File: src/rtl/led_event_monitor_if.sv
// Bundle of the event/mode/clear inputs and LED/seen outputs of led_event_monitor.
// The master side drives triggers and configuration; the slave side is the monitor.
interface led_event_monitor_if #(
  parameter int NUM_CH = 4
);
  logic [NUM_CH-1:0]   event_in;
  logic [2*NUM_CH-1:0] mode;
  logic                clear;
  logic [NUM_CH-1:0]   led;
  logic [NUM_CH-1:0]   seen;

  modport master (output event_in, mode, clear, input led, seen);
  modport slave  (input event_in, mode, clear, output led, seen);
endinterface

File: src/rtl/led_event_monitor.sv
// Per-channel LED driver: OFF / STICKY / BLINK / STRETCH on event triggers,
// plus a sticky "seen" flag per channel.
//
// state  | meaning
// IDLE   | no LED activity pending for the channel
// ACTIVE | sticky latched, blinking, or stretch window running
module led_event_monitor #(
  parameter int NUM_CH      = 4,
  parameter int HALF_PERIOD = 100_000_000,
  parameter int STRETCH     = 10_000_000
) (
  input logic              clk,
  input logic              rst,
  led_event_monitor_if.slave bus
);
  localparam int CNT_MAX = (HALF_PERIOD > STRETCH) ? HALF_PERIOD : STRETCH;
  localparam int CNT_W   = (CNT_MAX > 1) ? $clog2(CNT_MAX) : 1;
  localparam logic [CNT_W-1:0] BLINK_LAST   = CNT_W'(HALF_PERIOD - 1);
  localparam logic [CNT_W-1:0] STRETCH_LOAD = CNT_W'(STRETCH - 1);

  typedef enum logic {IDLE, ACTIVE} state_t;
  typedef enum logic [1:0] {MODE_OFF, MODE_STICKY, MODE_BLINK, MODE_STRETCH} mode_t;

  state_t           state_q [NUM_CH];
  state_t           state_d [NUM_CH];
  logic [CNT_W-1:0] cnt_q   [NUM_CH];
  logic [CNT_W-1:0] cnt_d   [NUM_CH];
  mode_t            mode_q  [NUM_CH];
  mode_t            mode_d  [NUM_CH];
  mode_t            mode_in [NUM_CH];
  logic [NUM_CH-1:0] led_q, led_d;
  logic [NUM_CH-1:0] seen_q, seen_d;

  always_comb begin
    for (int i = 0; i < NUM_CH; i++) begin
      mode_in[i] = mode_t'(bus.mode[2*i +: 2]);
    end
  end

  always_ff @(posedge clk or posedge rst) begin
    if (rst) begin
      for (int i = 0; i < NUM_CH; i++) begin
        state_q[i] <= IDLE;
        cnt_q[i]   <= '0;
        mode_q[i]  <= MODE_OFF;
      end
      led_q  <= '0;
      seen_q <= '0;
    end else begin
      for (int i = 0; i < NUM_CH; i++) begin
        state_q[i] <= state_d[i];
        cnt_q[i]   <= cnt_d[i];
        mode_q[i]  <= mode_d[i];
      end
      led_q  <= led_d;
      seen_q <= seen_d;
    end
  end

  always_comb begin
    led_d  = led_q;
    seen_d = seen_q;
    for (int i = 0; i < NUM_CH; i++) begin
      state_d[i] = state_q[i];
      cnt_d[i]   = cnt_q[i];
      mode_d[i]  = mode_q[i];
      if (bus.clear) begin
        // clear beats a coincident trigger; the mode copy still tracks the input
        state_d[i] = IDLE;
        cnt_d[i]   = '0;
        led_d[i]   = 1'b0;
        seen_d[i]  = 1'b0;
        mode_d[i]  = mode_in[i];
      end else begin
        if (bus.event_in[i]) seen_d[i] = 1'b1;
        if (mode_in[i] != mode_q[i]) begin
          mode_d[i]  = mode_in[i];
          state_d[i] = IDLE;
          cnt_d[i]   = '0;
          led_d[i]   = 1'b0;
        end else begin
          case (mode_q[i])
            MODE_OFF: begin
              state_d[i] = IDLE;
              cnt_d[i]   = '0;
              led_d[i]   = 1'b0;
            end
            MODE_STICKY: begin
              if (bus.event_in[i]) begin
                state_d[i] = ACTIVE;
                led_d[i]   = 1'b1;
              end
            end
            MODE_BLINK: begin
              if (state_q[i] == IDLE) begin
                if (bus.event_in[i]) begin
                  state_d[i] = ACTIVE;
                  cnt_d[i]   = '0;
                end
              end else if (cnt_q[i] == BLINK_LAST) begin
                cnt_d[i] = '0;
                led_d[i] = ~led_q[i];
              end else begin
                cnt_d[i] = cnt_q[i] + 1'b1;
              end
            end
            MODE_STRETCH: begin
              if (bus.event_in[i]) begin
                state_d[i] = ACTIVE;
                cnt_d[i]   = STRETCH_LOAD;
                led_d[i]   = 1'b1;
              end else if (state_q[i] == ACTIVE) begin
                if (cnt_q[i] != '0) begin
                  cnt_d[i] = cnt_q[i] - 1'b1;
                end else begin
                  state_d[i] = IDLE;
                  led_d[i]   = 1'b0;
                end
              end
            end
            default: ;
          endcase
        end
      end
    end
  end

  assign bus.led  = led_q;
  assign bus.seen = seen_q;
endmodule
File: src/flat_wrapper.sv
// flat-port wrapper written by rule: the top's interface ports become plain ports
module led_event_monitor_flat 
#(
  parameter int NUM_CH      = 4,
  parameter int HALF_PERIOD = 100_000_000,
  parameter int STRETCH     = 10_000_000
)
  (clk, rst, bus_event_in, bus_mode, bus_clear, bus_led, bus_seen);
  led_event_monitor_if #(.NUM_CH(NUM_CH)) bus_i ();
  input logic clk;
  input logic rst;
  input wire logic [$bits(bus_i.event_in)-1:0] bus_event_in;
  input wire logic [$bits(bus_i.mode)-1:0] bus_mode;
  input wire logic [$bits(bus_i.clear)-1:0] bus_clear;
  output wire logic [$bits(bus_i.led)-1:0] bus_led;
  output wire logic [$bits(bus_i.seen)-1:0] bus_seen;
  assign bus_i.event_in = bus_event_in;
  assign bus_i.mode = bus_mode;
  assign bus_i.clear = bus_clear;
  assign bus_led = bus_i.led;
  assign bus_seen = bus_i.seen;
  led_event_monitor #(.NUM_CH(NUM_CH), .HALF_PERIOD(HALF_PERIOD), .STRETCH(STRETCH)) u_core (.clk(clk), .rst(rst), .bus(bus_i));
endmodule
File: config.mk
export PLATFORM = sky130hd
export DESIGN_NAME = led_event_monitor_flat
export DESIGN_NICKNAME = d
export VERILOG_FILES = /design/src/rtl/led_event_monitor_if.sv /design/src/rtl/led_event_monitor.sv /design/src/flat_wrapper.sv
export SDC_FILE = /design/constraint.sdc
export NUM_CORES = 1
export LEC_CHECK = 0
export BUFFER_PORTS_ARGS = -buffer_cell sky130_fd_sc_hd__buf_2
export CAP_MARGIN = 20
export CORE_ASPECT_RATIO = 1.1
export CORE_UTILIZATION = 56
export CTS_CLUSTER_DIAMETER = 150
export DETAILED_ROUTE_END_ITERATION = 10
export PLACE_DENSITY = 0.79
export SYNTH_ARGS = -nofsm -noshare
export SYNTH_HDL_FRONTEND = slang
export SYNTH_SLANG_ARGS = --single-unit
File: constraint.sdc
create_clock -name clk -period 4.6 [get_ports clk]
set_input_delay 0.69 -clock clk [delete_from_list [all_inputs] [get_ports clk]]
set_output_delay 0.69 -clock clk [all_outputs]
set_load 0.02 [all_outputs]
# After elaboration in Yosys (flattened, before gate mapping)
# Index checks and enable logic that the tools add are counted.
# classes
n_reduce_logical	28
n_eq_ne	48
n_bitwise	4
n_div	0
shifts	0
n_mux	116
n_lt_le_gt_ge	0
n_mul	0
n_addsub	8
# ops
operator	count
$mux 27	32
$pmux 27 s3	4
$add 27x1->27 const B	4
$eq 27x27->1 const B	4
$reduce_bool 27->1	4
$sub 27x1->27 const B	4
$mux 1	64
$ne 5x3->1 const B	12
$ne 4x2->1 const B	8
$pmux 1 s4	8
$ne 5x4->1 const B	4
$reduce_and 5->1	4
$reduce_bool 5->1	4
$eq 2x2->1 const B	8
$mux 2	8
$ne 4x3->1 const B	4
$reduce_and 4->1	4
$reduce_bool 2->1	8
$eq 2x1->1 const B	4
$logic_not 2->1	4
$ne 2x2->1	4
$not 1->1	4
# totals
out_inout_bits	8
ramBits	0
word_cells	224
input_bits	15
latch_bits	0
register_bits	128
mem_bits_ro	0
n_memories	0

# Longest topological paths before layout
# Gate-level depths: netlist (run 1).
# logic_depth
word_depth	7
mapped_depth	10
depth_no_buf	8

# Least setup slack after synthesis (run 1)
# Ideal clock, no wire load.
# synth_path
path_type	register -> register
startpoint	reg u_core.cnt_q[81] (netlist name)
endpoint	reg u_core.cnt_q[104] (netlist name)
t_required_ns	4.476
arrival_time_ns	2.384
setup_time_ns	0.124
path_buffers	0
path_stages_with_launch	9
synth_period_minus_slack_ns	2.507
path_slack_ns	2.093
path_cell_list	dfrtp_1 -> inv_1 -> ha_1 -> or4b_4 -> or4_4 -> nor3_4 -> a21o_4 -> o311ai_1 -> a211o_1
# synth_via
elab_chain_cells	7
elab_cells_between_ends	14
classes_between	add/sub: 2; eq/ne: 2; mux: 8; reduce/logical: 2
# synth_rtl
item	line	text
from (decl)	led_event_monitor.sv:26	logic [CNT_W-1:0] cnt_q [NUM_CH];
from (signal, indexed assignment)	led_event_monitor.sv:52	cnt_q[i] <= cnt_d[i];
$sub 27x1->27	led_event_monitor.sv:114	cnt_d[i] = cnt_q[i] - 1'b1;
$mux 27	led_event_monitor.sv:113	if (cnt_q[i] != '0) begin
$mux 27	led_event_monitor.sv:112	end else if (state_q[i] == ACTIVE) begin
$mux 27	led_event_monitor.sv:108	if (bus.event_in[i]) begin
$pmux 27 s3	led_event_monitor.sv:82	case (mode_q[i])
$mux 27	led_event_monitor.sv:76	if (mode_in[i] != mode_q[i]) begin
$mux 27	led_event_monitor.sv:67	if (bus.clear) begin
# Parallel ways exist; a longest one is shown, timed or not. The select of a mux whose other input is x is not followed.
# A chain may end at the register's enable or synchronous reset.

# Worst setup path in the final report (run 1)
# layout_path
startpoint	reg u_core.cnt_q[13] (netlist name)
endpoint	reg u_core.cnt_q[11] (netlist name)
# layout_via
elab_chain_cells	6
elab_cells_between_ends	9
classes_between	eq/ne: 2; mux: 5; reduce/logical: 2
# layout_rtl
item	line	text
$eq 27x27->1	led_event_monitor.sv:100	end else if (cnt_q[i] == BLINK_LAST) begin
$mux 27	led_event_monitor.sv:100	
$mux 27	led_event_monitor.sv:95	if (state_q[i] == IDLE) begin
$pmux 27 s3	led_event_monitor.sv:82	
$mux 27	led_event_monitor.sv:76	
$mux 27	led_event_monitor.sv:67	
# Parallel ways exist; a longest one is shown, timed or not.

==> results of run 1 <==
-- report_power, final --
group	switching, mW	internal, mW
Sequential	0.0633	1.16
Clock	0.525	0.856
Combinational	0.506	0.280
-- final cells by class --
type                            count  area share [%]
Clock buffer                       19            3.79
Timing Repair Buffer               36            1.84
Clock inverter                     12            1.22
Inverter                           48            1.59
Multi-Input combinational cell   1152            61.5
Sequential cell                   128            27.4
Tap cell                          247            2.65
-- worst max-delay path, cell delays in order, from the launching register on --
cell and delay (ns):
dfrtp_1 0.49, nor4_1 0.62, nand4b_1 0.41, nor4_2 0.39, nand2b_1 0.59, nor2_1 0.34
a32o_1 0.30
-- logic make-up after synthesis --
| group | Yosys count | synth area share, % |
|---|---|---|
| compound gates | 467 | 28.4 |
| flops | 128 | 28.6 |
| xor+xnor | 44 | 3.44 |
| buf+inv | 196 | 7.52 |
| simple gates | 623 | 30.2 |
| fa+ha+maj | 11 | 1.23 |
| mux | 7 | 0.625 |
-- cells in the final DEF, fill, tap and decap left out, types with 9 or more instances in the layout --
cell / count
dfrtp_1: 128
nor2_1: 126
o21ai_0: 109
nand2_1: 103
a21oi_1: 97
nor3_1: 73
nand3_1: 54
nor4_1: 53
inv_1: 47
nand4_1: 35
and3_1: 30
o22ai_1: 29
xor2_1: 25
or3_1: 24
o31ai_1: 23
buf_2: 22
xnor2_1: 19
a22o_1: 19
or4_1: 18
clkbuf_16: 17
and4_1: 16
and2_1: 16
a31oi_1: 15
o211ai_1: 15
a32o_1: 15
buf_4: 14
o41ai_1: 12
a211oi_1: 11
ha_1: 11
nand3b_1: 9
a221oi_1: 9
o21a_1: 9
o32ai_1: 9
nor3b_1: 9
o2bb2ai_1: 9
-- metrics by stage --
| step | hold slack, ns | instances | cell area [sq um] |
|---|---|---|---|
| 5_1_grt | 0.379 | 1642 | 11700 |
| 3_3_place_gp | 0.468 | 1611 | 11100 |
| 2_1_floorplan | 0.472 | 1476 | 11200 |
| 3_5_place_dp | 0.474 | 1611 | 11100 |
| 6_report | 0.397 | 1642 | 11700 |
| 4_1_cts | 0.386 | 1642 | 11700 |
-- sequential cells by signal (all words and copies together), names as in the netlist --
name / count
u_core.mode_q: 8
u_core.cnt_q: 108
u_core.bus.led: 4
u_core.state_q: 4
u_core.bus.seen: 4
-- final timing paths --
kind	start	to	slack (ns)	cells after the start
setup reg to reg	u_core.cnt_q[13]$_DFFE_PP0P_	u_core.cnt_q[11]$_DFFE_PP0P_	1.32	6
hold / removal	bus_mode[0]	u_core.mode_q[6]$_DFFE_PP0P_	0.40	1
max in group asynchronous	rst	u_core.mode_q[5]$_DFFE_PP0P_	3.18	3
setup / recovery	u_core.cnt_q[13]$_DFFE_PP0P_	u_core.cnt_q[11]$_DFFE_PP0P_	1.32	6
hold reg to reg	u_core.bus.seen[3]$_DFFE_PP0P_	u_core.bus.seen[3]$_DFFE_PP0P_	0.49	2
min in group asynchronous	rst	u_core.cnt_q[32]$_DFFE_PP0P_	0.48	2
-- per-layer routing --
| layer | GRT usage (%) | vias to the layer above | share of wire [%] |
|---|---|---|---|
| met4 | 15.2 | 0 | 3.0 |
| met5 | 0 | - | 0 |
| met3 | 5.82 | 115 | 9.0 |
| met2 | 51.8 | 725 | 46 |
| li1 | - | 5428 | - |
| met1 | 44.5 | 5651 | 42 |
==> out/qor.csv, run 1 <==
stage,metric,value,unit
clock_network,CTS root buffer,clkbuf_16,
floorplan,num rows,53,
timing,Final period util,71.2,%
floorplan,I/O pin total,23,
clock_network,post-cts resize count,0,
grt,GRT Resource Usage Total,33.1,%
timing,"Slew Viols, Final",0,
finish,Util after Layout,60.3,%
drt,drt pass-1 iters,7,
min_path,hold crit path type,in2reg,
setup_path,CP Max Fanout,17,
grt,GRT overflow,0,
synthesis,Post-synth EDFFs,0,
clock_network,deepest clock path buffer count,2,
setup_path,kind of critical path,reg2reg,
drt,Detailed Route WL,33.3,mm
grt,initial antenna violation count,0,
finish,area of the multi-input gates,0.00717,sq mm
synthesis,Mapped Cells,1476,
timing,"Hold Violations, Final",0,
synthesis,post-synth top area cell,dfrtp_1,
placement,DP Worst Slack,1.44,ns
synthesis,Post-Syn Area,0.0112,sq mm
power,overall power,3.39,mW
clock_network,# hold bufs at CTS,0,
timing,clk_skew,0.00948,ns
synthesis,Synth Register Bits,128,
clock_network,Inserted Clock Buffers,17,
drt,drt wl/cell,20.3,um
synthesis,dominant synthesized flop cell,dfrtp_1,
timing,minimum clock period,3.28,ns
timing,max frequency,305,MHz
synthesis,Yosys cell types,95,
timing,Worst Max-Slew Pin Slew,1.15,ns
finish,n_diodes,0,
timing,setup ws final,1.32,ns
setup_path,critical path launch point type,flop,
synthesis,synthesized area per cell,7.60,sq um
job,Max-cap violations,0,
power,Power per Cell Area,290,mW/mm^2
synthesis,"count leader, synth",dfrtp_1,
synthesis,Syn Nets,1502,
power,Leak Pwr,4.64,nW
setup_path,CP Data Required Time,4.91,ns
synthesis,"Seq/Total Area, Yosys",28.6,%
synthesis,Area contributors post-synth,"dfrtp_1 29%, o21ai_0 4.9%, a21oi_1 4.3%",
drt,# DRC,0,
synthesis,post-synth top area share,28.6,%
floorplan,Horiz. Die Dim,137,um
timing,setup TNS,0,ns
grt,first-pass GRT wire length,54.3,mm
floorplan,Die Ht,150,um
placement,GPL Wtd Cong,0.959,
setup_path,data arrival time of the worst path,3.58,ns
timing,Setup-failing EPs final,0,
floorplan,die area,0.0206,sq mm
grt,largest net degree at the start of global routing,104,
synthesis,"top cells by count, synth","128 x dfrtp_1, 126 x nor2_1, 109 x o21ai_0",
drt,Vias,11900,
clock_network,depth of the CTS H-tree,4,
timing,RSZ-0062 raised after global routing,false,
finish,sequential cell area,0.00320,sq mm
power,Max VDD drop,0.255,mV
finish,Nets,1409,
placement,HPWL after detailed placement,21.8,mm
clock_network,TritonCTS clock tree,yes,
drt,First DRT Iteration DRCs,1564,
drt,vias per inst,7.26,
clock_network,Worst-path clk slew,0.06,ns
run_status,status,"complete, no violations",
floorplan,CORE AREA,0.0194,sq mm
clock_network,clk_lat worst skew,0.42,ns
setup_path,Crit. End Element,flop,
clock_network,CTS Sinks,128,
synthesis,Post-synth ARST share,100,%
grt,vias in the first global route,11000,
finish,Fill cells,1721,
clock_network,# Post-CTS Setup Buffers,0,
timing,Rel. slew slack,22.6,%
drt,Post-DRT Antenna Nets,0,
synthesis,yosys warns,0,
floorplan,Initial Util,57.9,%
placement,count of input and output buffers,22,
finish,layout cell share with drive strength beyond 1,7.89,%
finish,Layout area overhead,4.07,%
(Power assumes the default switching activity.)
==> inputs of run 2 (changes only) <==
- ABC_AREA: default -> 1
- PLACE_DENSITY: 0.79 -> 0.82
- clock period: 4.6 -> 2.7 ns (I/O delays scaled with it)
==> run 2 against run 1 <==
Effect of this change:
- critical endpoint is now u_core.cnt_q[22]$_DFFE_PP0P_
- routed wire length rose by 13%
- register-to-register slack got worse by 0.96 ns
- largest cell class unchanged
- worst hold slack got worse by 0.30 ns
- clock power rose by 67%
- clock skew rose by 0.0010 ns
- power rose by 63%
==> out/qor.csv, run 2 <==
stage,metric,value,unit
run_status,status,"complete, no violations",
power,switching share of total power,33.3,%
timing,Rel. slew slack,52.9,%
power,P_sw,1.84,mW
setup_path,CP bufs+invs,3,
timing,RSZ-0062 raised after global routing,false,
grt,vias in the first global route,13200,
setup_path,worst reg2reg path depth,14,
floorplan,Die Ht,160,um
timing,Final period util,86.6,%
finish,n_diodes,0,
power,Max VDD drop,0.387,mV
synthesis,"count leader, synth",nand2_1,
setup_path,"setup slack, reg-to-reg",0.36,ns
synthesis,Post-synth ARST share,100,%
grt,GRT overflow,0,
placement,DP Worst Slack,0.403,ns
grt,largest net degree at the start of global routing,129,
setup_path,Max stage delay on crit path,0.41,ns
clock_network,CTS root buffer,clkbuf_16,
drt,Post-DRT Antenna Nets,0,
timing,Worst Max-Slew Pin Slew,0.706,ns
power,Pint,3.69,mW
placement,HPWL after detailed placement,27.3,mm
synthesis,Post-synth EDFFs,0,
placement,GPL Wtd Cong,1.02,
power,Power per Cell Area,412,mW/mm^2
synthesis,post-synth top area cell,dfrtp_1,
drt,drt pass-1 iters,6,
floorplan,I/O pin total,23,
drt,drt wl/cell,15.0,um
finish,Largest Register,u_core.cnt_q,
clock_network,# hold bufs at CTS,0,
synthesis,Post-Syn Area,0.0128,sq mm
finish,largest registers,"u_core.cnt_q: 108 flops, u_core.mode_q: 8 flops",
timing,max frequency,427,MHz
synthesis,post-synth top area share,25.1,%
synthesis,Synth Register Bits,128,
power,Clk pwr share,41.7,%
drt,Detailed Route WL,37.7,mm
finish,"commonest non-fill, non-tap cells in the layout","848 x nand2_1, 295 x nor2_1, 233 x nand3_1, 210 x inv_1, 140 x o21ai_0",
finish,layout cell share with drive strength beyond 1,6.56,%
synthesis,Yosys cell types,43,
finish,Nets,2224,
clock_network,CTS Sinks,128,
grt,GRT Resource Usage Total,32.8,%
setup_path,critical path's slowest cell,dfrtp_1,
synthesis,Syn Nets,2271,
setup_path,Crit path top cell by count,nor2_1,
drt,vias per inst,5.71,
setup_path,Crit. End Element,flop,
min_path,hold crit path type,in2reg,
setup_path,kind of critical path,reg2reg,
setup_path,R2R Path Start,u_core.cnt_q[0]$_DFFE_PP0P_,
power,Leak Pwr,7.00,nW
grt,first-pass GRT wire length,63.3,mm
setup_path,CP Max Fanout,17,
finish,Layout area overhead,5.07,%
power,part of the power in registers,37.0,%
power,Comb power frac,21.3,%
timing,Setup-failing EPs final,0,
setup_path,CP Data Required Time,3.03,ns
synthesis,"top cells by count, synth","848 x nand2_1, 295 x nor2_1, 233 x nand3_1",
timing,"Slew Viols, Final",0,
timing,setup TNS,0,ns
timing,setup ws final,0.361,ns
floorplan,CORE AREA,0.0223,sq mm
timing,minimum clock period,2.34,ns
min_path,worst hold path stage count,1,
drt,# DRC,0,
drt,First DRT Iteration DRCs,1753,
setup_path,top cell family by delay on the critical path,simple AND/OR/NAND/NOR gates,
clock_network,deepest clock path buffer count,2,
clock_network,Worst-path clk slew,0.06,ns
floorplan,die area,0.0234,sq mm
floorplan,Initial Util,57.4,%
timing,"Hold Violations, Final",0,
clock_network,Inserted Clock Buffers,17,
setup_path,data arrival time of the worst path,2.67,ns
finish,number of flip-flops in the largest register,108,
min_path,Hold Startpoint,bus_mode[3],
floorplan,num rows,57,
setup_path,crit path cell chain,"inv_1, ha_1, inv_1, nor2_1, nand3_1, nor2_1, nand3_1, nor2_1, nand3_1, nand2_2, buf_4, nor2_1, nand2_1, nand2_1",
finish,"most common cell after layout, fill and taps aside",nand2_1,
synthesis,"Seq/Total Area, Yosys",25.1,%
job,Max-cap violations,0,
clock_network,# Post-CTS Setup Buffers,0,
clock_network,depth of the CTS H-tree,4,
clock_network,TritonCTS clock tree,yes,
clock_network,clk_lat worst skew,0.44,ns
synthesis,yosys warns,0,
synthesis,Mapped Cells,2245,
drt,Vias,14300,
synthesis,Area contributors post-synth,"dfrtp_1 25%, nand2_1 25%, nand3_1 9.1%",
placement,count of input and output buffers,22,
clock_network,post-cts resize count,0,
setup_path,r2r endpoint,u_core.cnt_q[22]$_DFFE_PP0P_,
setup_path,critical path launch point type,flop,
floorplan,Horiz. Die Dim,146,um
synthesis,synthesized area per cell,5.69,sq um
min_path,Hold Path End,u_core.mode_q[5]$_DFFE_PP0P_,
grt,initial antenna violation count,0,
timing,clk_skew,0.0105,ns
synthesis,dominant synthesized flop cell,dfrtp_1,
-- run 2: changes by cell type after synthesis, moves of 24 or more --
cell      before  now
inv_1         48  211
nor3_1        74   27
a21oi_1       97   27
or3_1         24    0
nand2_1      103  848
buf_2         27   65
nor4_1        53    0
and3_1        30    0
nor2_1       126  295
nand3_1       54  233
clkbuf_1     102   26
o21ai_0      109  140
-- run 2: how the worst max path moves through the flow --
stage / to / slack (ns) / depth (start not counted) / start
CTS: u_core.cnt_q[26]$_DFFE_PP0P_ / 0.38 / 14 / u_core.cnt_q[0]$_DFFE_PP0P_
finish: u_core.cnt_q[22]$_DFFE_PP0P_ / 0.36 / 14 / u_core.cnt_q[0]$_DFFE_PP0P_
global route: u_core.cnt_q[17]$_DFFE_PP0P_ / 0.14 / 14 / u_core.cnt_q[0]$_DFFE_PP0P_
global placement: u_core.cnt_q[22]$_DFFE_PP0P_ / 0.51 / 14 / u_core.cnt_q[0]$_DFFE_PP0P_
detailed placement: u_core.cnt_q[22]$_DFFE_PP0P_ / 0.40 / 14 / u_core.cnt_q[0]$_DFFE_PP0P_
floorplan: u_core.bus.led[0]$_DFFE_PP0P_ / 0.71 / 1 / rst
-- run 2: area by class of cell --
type,instances,area (sq um)
clock buffers,22,484
clock inverters,10,85.1
fillers,2198,8830
inverters,220,830
multi-input cells,1782,8100
flip-flops and latches,128,3200
well taps,295,369
repair buffers,49,350
-- run 2: power by group through the flow --
stage | Sequential [mW] | Clock [mW] | Combinational [mW]
finish | 2.05 | 2.31 | 1.18
global placement | 2.08 | 0 | 1.13
global route | 2.05 | 2.40 | 1.33
detailed placement | 2.08 | 0 | 1.16
CTS | 2.04 | 2.31 | 1.17
floorplan | 2.03 | 0 | 0.930
-- run 2: routing by layer --
metal / up-vias / GRT usage [%] / part of all wire (%)
li1: 6980 / - / -
met1: 6557 / 42.0 / 43
met2: 659 / 56.4 / 48
met3: 106 / 3.86 / 6.8
met4: 0 / 12.6 / 3.1
met5: - / 0 / 0
-- run 2: metrics by stage --
stage	hold slack [ns]	instances	area (sq um)	power, mW	util (%)
after detailed placement	0.480	2474	12900	3.24	57.8
after global routing	0.0947	2506	13400	5.78	60.3
after CTS	0.0967	2506	13400	5.52	60.3
after global placement	0.468	2474	12900	3.21	57.8
final	0.0991	2506	13400	5.53	60.3
after floorplan	0.471	2245	12800	2.96	-
-- run 2: cell families (layout without fill, tap and decap cells) --
| logic type | after synthesis | count (layout) | share of synthesized area [%] |
|---|---|---|---|
| AND/OR/NAND/NOR | 1525 | 1525 | 50.7 |
| buffers and inverters | 335 | 301 | 11.5 |
| AO/OA/AOI/OAI | 188 | 188 | 7.67 |
| flip-flops | 128 | 128 | 25.1 |
| XOR/XNOR | 58 | 58 | 3.98 |
| adder cells (fa/ha/maj) | 11 | 11 | 1.08 |
-- run 2: worst register-to-register path, cell delays in order (launching register included) --
cell	delay, ns
dfrtp_1	0.41
inv_1	0.10
ha_1	0.24
inv_1	0.06
nor2_1	0.22
nand3_1	0.14
nor2_1	0.12
nand3_1	0.10
nor2_1	0.18
nand3_1	0.11
nand2_2	0.09
buf_4	0.21
nor2_1	0.15
nand2_1	0.08
nand2_1	0.05
==> inputs of run 3 (changes only) <==
--- a/config.mk
+++ b/config.mk
@@ -11,7 +11,8 @@
 export CORE_ASPECT_RATIO = 1.1
 export CORE_UTILIZATION = 56
+export CTS_BUF_LIST = sky130_fd_sc_hd__clkbuf_2
 export CTS_CLUSTER_DIAMETER = 150
 export DETAILED_ROUTE_END_ITERATION = 10
-export PLACE_DENSITY = 0.82
+export PLACE_DENSITY = 0.79
 export SYNTH_ARGS = -nofsm -noshare
 export SYNTH_HDL_FRONTEND = slang
==> constraint.sdc (replaced) <==
create_clock -name clk -period 2.4 [get_ports clk]
set_input_delay 0.72 -clock clk [delete_from_list [all_inputs] [get_ports clk]]
set_output_delay 0.72 -clock clk [all_outputs]
set_load 0.02 [all_outputs]
==> run 3 against run 2 <==
Effect of this change:
- combinational power increased by 18%
- die area unchanged
- count of clock-buffer cells in the layout decreased by 5
- register-to-register slack got worse by 0.11 ns
- design area about the same
- clock power decreased by 41%
- largest cell class unchanged
- cell count increased by 1.6%
- routed wire length increased by 1.1%
==> out/qor.csv, run 3 (synthesized netlist as in run 2, its figures left out) <==
stage,metric,value,unit
setup_path,critical path launch point type,flop,
placement,dpl cell area,0.0132,sq mm
drt,drt pass-1 iters,6,
placement,Placed Cells,2511,
finish,sequential cell area,0.00320,sq mm
timing,Setup-failing EPs final,0,
clock_network,post-cts resize count,0,
setup_path,crit path cell chain,"nor2_1, nand2_2, nor2_1, nand2_1, nor3_1, nand4_1, o21ai_0, nor2_1",
timing,minimum clock period,2.15,ns
timing,RSZ-0062 raised after global routing,false,
setup_path,"setup slack, reg-to-reg",0.25,ns
clock_network,depth of the CTS H-tree,4,
finish,Largest Register,u_core.cnt_q,
placement,count of input and output buffers,22,
floorplan,num rows,57,
setup_path,Setup crit end,u_core.state_q[1]$_DFFE_PP0N_,
timing,max frequency,465,MHz
finish,number of flip-flops in the largest register,108,
placement,GPL Wtd Cong,1.02,
setup_path,data arrival time of the worst path,2.83,ns
grt,GRT Resource Usage Total,33.5,%
timing,"Slew Viols, Final",0,
setup_path,Stages on worst setup path,8,
min_path,hold crit path type,in2reg,
grt,largest net degree at the start of global routing,29,
finish,post-route cell area,0.0134,sq mm
grt,M1 GR Usage,44.0,%
drt,Detailed Route WL,38.1,mm
drt,drt wl/cell,15.0,um
setup_path,r2r endpoint,u_core.state_q[1]$_DFFE_PP0N_,
clock_network,clk_lat worst skew,0.79,ns
floorplan,Horiz. Die Dim,146,um
grt,first-pass GRT wire length,63.8,mm
floorplan,Initial Util,57.4,%
clock_network,TritonCTS clock tree,yes,
clock_network,Inserted Clock Buffers,17,
setup_path,Crit. End Element,flop,
drt,vias per inst,5.56,
setup_path,CP Data Required Time,3.08,ns
clock_network,deepest clock path buffer count,2,
drt,Vias,14200,
power,Max VDD drop,0.270,mV
drt,First DRT Iteration DRCs,1068,
setup_path,R2R Path Start,u_core.cnt_q[37]$_DFFE_PP0P_,
power,Pint,3.06,mW
floorplan,CORE AREA,0.0223,sq mm
timing,"Hold Violations, Final",0,
finish,Nets,2262,
timing,Rel. slew slack,56.4,%
power,Leak Pwr,7.05,nW
setup_path,worst reg2reg path depth,8,
setup_path,CP startpoint,u_core.cnt_q[37]$_DFFE_PP0P_,
setup_path,kind of critical path,reg2reg,
finish,"commonest non-fill, non-tap cells in the layout","848 x nand2_1, 295 x nor2_1, 233 x nand3_1, 210 x inv_1, 140 x o21ai_0",
setup_path,Crit path top cell by count,nor2_1,
finish,Fill cells,2298,
grt,GRT overflow,0,
drt,# DRC,0,
setup_path,Max stage delay on crit path,0.54,ns
setup_path,CP bufs+invs,0,
run_status,status,"complete, no violations",
grt,met3 GRT Util,4.29,%
setup_path,critical path's slowest cell,dfrtp_1,
setup_path,CP Max Fanout,9,
power,P_sw,1.99,mW
clock_network,CTS Sinks,128,
timing,WHS,0.0770,ns
finish,layout cell share with drive strength beyond 1,8.05,%
floorplan,die area,0.0234,sq mm
timing,clk_skew,0.0456,ns
floorplan,Die Ht,160,um
clock_network,CTS root buffer,clkbuf_2,
clock_network,Worst-path clk slew,0.25,ns
power,Power per Cell Area,377,mW/mm^2
grt,initial antenna violation count,1,
timing,setup TNS,0,ns
finish,"most common cell after layout, fill and taps aside",nand2_1,
power,Comb power frac,27.6,%
grt,vias in the first global route,13100,
timing,Final period util,89.7,%
grt,grt met2 use,55.6,%
finish,largest registers,"u_core.cnt_q: 108 flops, u_core.mode_q: 8 flops",
timing,Worst Max-Slew Pin Slew,0.653,ns
finish,final cell count without fillers,2546,
setup_path,top cell family by delay on the critical path,simple AND/OR/NAND/NOR gates,
placement,HPWL after detailed placement,29.2,mm
floorplan,I/O pin total,23,
finish,area of the multi-input gates,0.00810,sq mm
min_path,worst hold path stage count,1,
power,switching share of total power,39.4,%
finish,Layout area overhead,5.03,%
job,Max-cap violations,0,
drt,Post-DRT Antenna Nets,0,
power,part of the power in registers,45.5,%
power,Clk pwr share,26.9,%
grt,gr busiest metal,met2,
[run 3: what timing repair did]
action	4_1_cts	5_1_grt
hold buffers	1	0
setup buffers	0	0
endpoints found under the setup margin	0	0
endpoints found under the hold margin	7	0
[run 3: worst min path at each step]
| stage | startpoint | endpoint | slack, ns |
|---|---|---|---|
| after floorplan | u_core.cnt_q[26]$_DFFE_PP0P_ | u_core.cnt_q[26]$_DFFE_PP0P_ | 0.49 |
| after global placement | u_core.bus.seen[2]$_DFFE_PP0P_ | u_core.bus.seen[2]$_DFFE_PP0P_ | 0.47 |
| after detailed placement | u_core.bus.seen[0]$_DFFE_PP0P_ | u_core.bus.seen[0]$_DFFE_PP0P_ | 0.49 |
| after CTS | bus_mode[5] | u_core.mode_q[3]$_DFFE_PP0P_ | 0.04 |
| after global routing | bus_mode[6] | u_core.mode_q[0]$_DFFE_PP0P_ | 0.007 |
| final | bus_mode[5] | u_core.mode_q[3]$_DFFE_PP0P_ | 0.08 |
[run 3: cell type report]
class | instances | share of cell area, %
Inverter | 220 | 6.18
Clock inverter | 14 | 0.998
Sequential cell | 128 | 23.9
Multi-Input combinational cell | 1782 | 60.4
Tap cell | 295 | 2.75
Clock buffer | 17 | 0.634
Antenna cell | 3 | 0.0559
Timing Repair Buffer | 87 | 5.13
[run 3: power groups by stage]
| stage | registers (mW) | clock network [mW] | logic, mW |
|---|---|---|---|
| after global routing | 2.31 | 1.47 | 1.58 |
| after global placement | 2.33 | 0 | 1.35 |
| final | 2.30 | 1.36 | 1.39 |
| after detailed placement | 2.33 | 0 | 1.38 |
| after CTS | 2.30 | 1.38 | 1.38 |
| after floorplan | 2.29 | 0 | 1.05 |
[run 3: through the flow]
stage / util, % / setup WS, ns / power [mW]
final: 60.3 / 0.248 / 5.06
after global placement: 59.2 / 0.182 / 3.69
after detailed placement: 59.2 / 0.126 / 3.71
after global routing: 60.3 / 0.0587 / 5.35
after CTS: 60.3 / 0.215 / 5.06
after floorplan: - / 0.0988 / 3.33
[run 3: per-layer routing]
metal / part of all wire, % / up-vias
met5: 0 / -
met4: 3.3 / 0
met3: 6.9 / 100
met2: 47 / 549
met1: 43 / 6460
li1: - / 7052
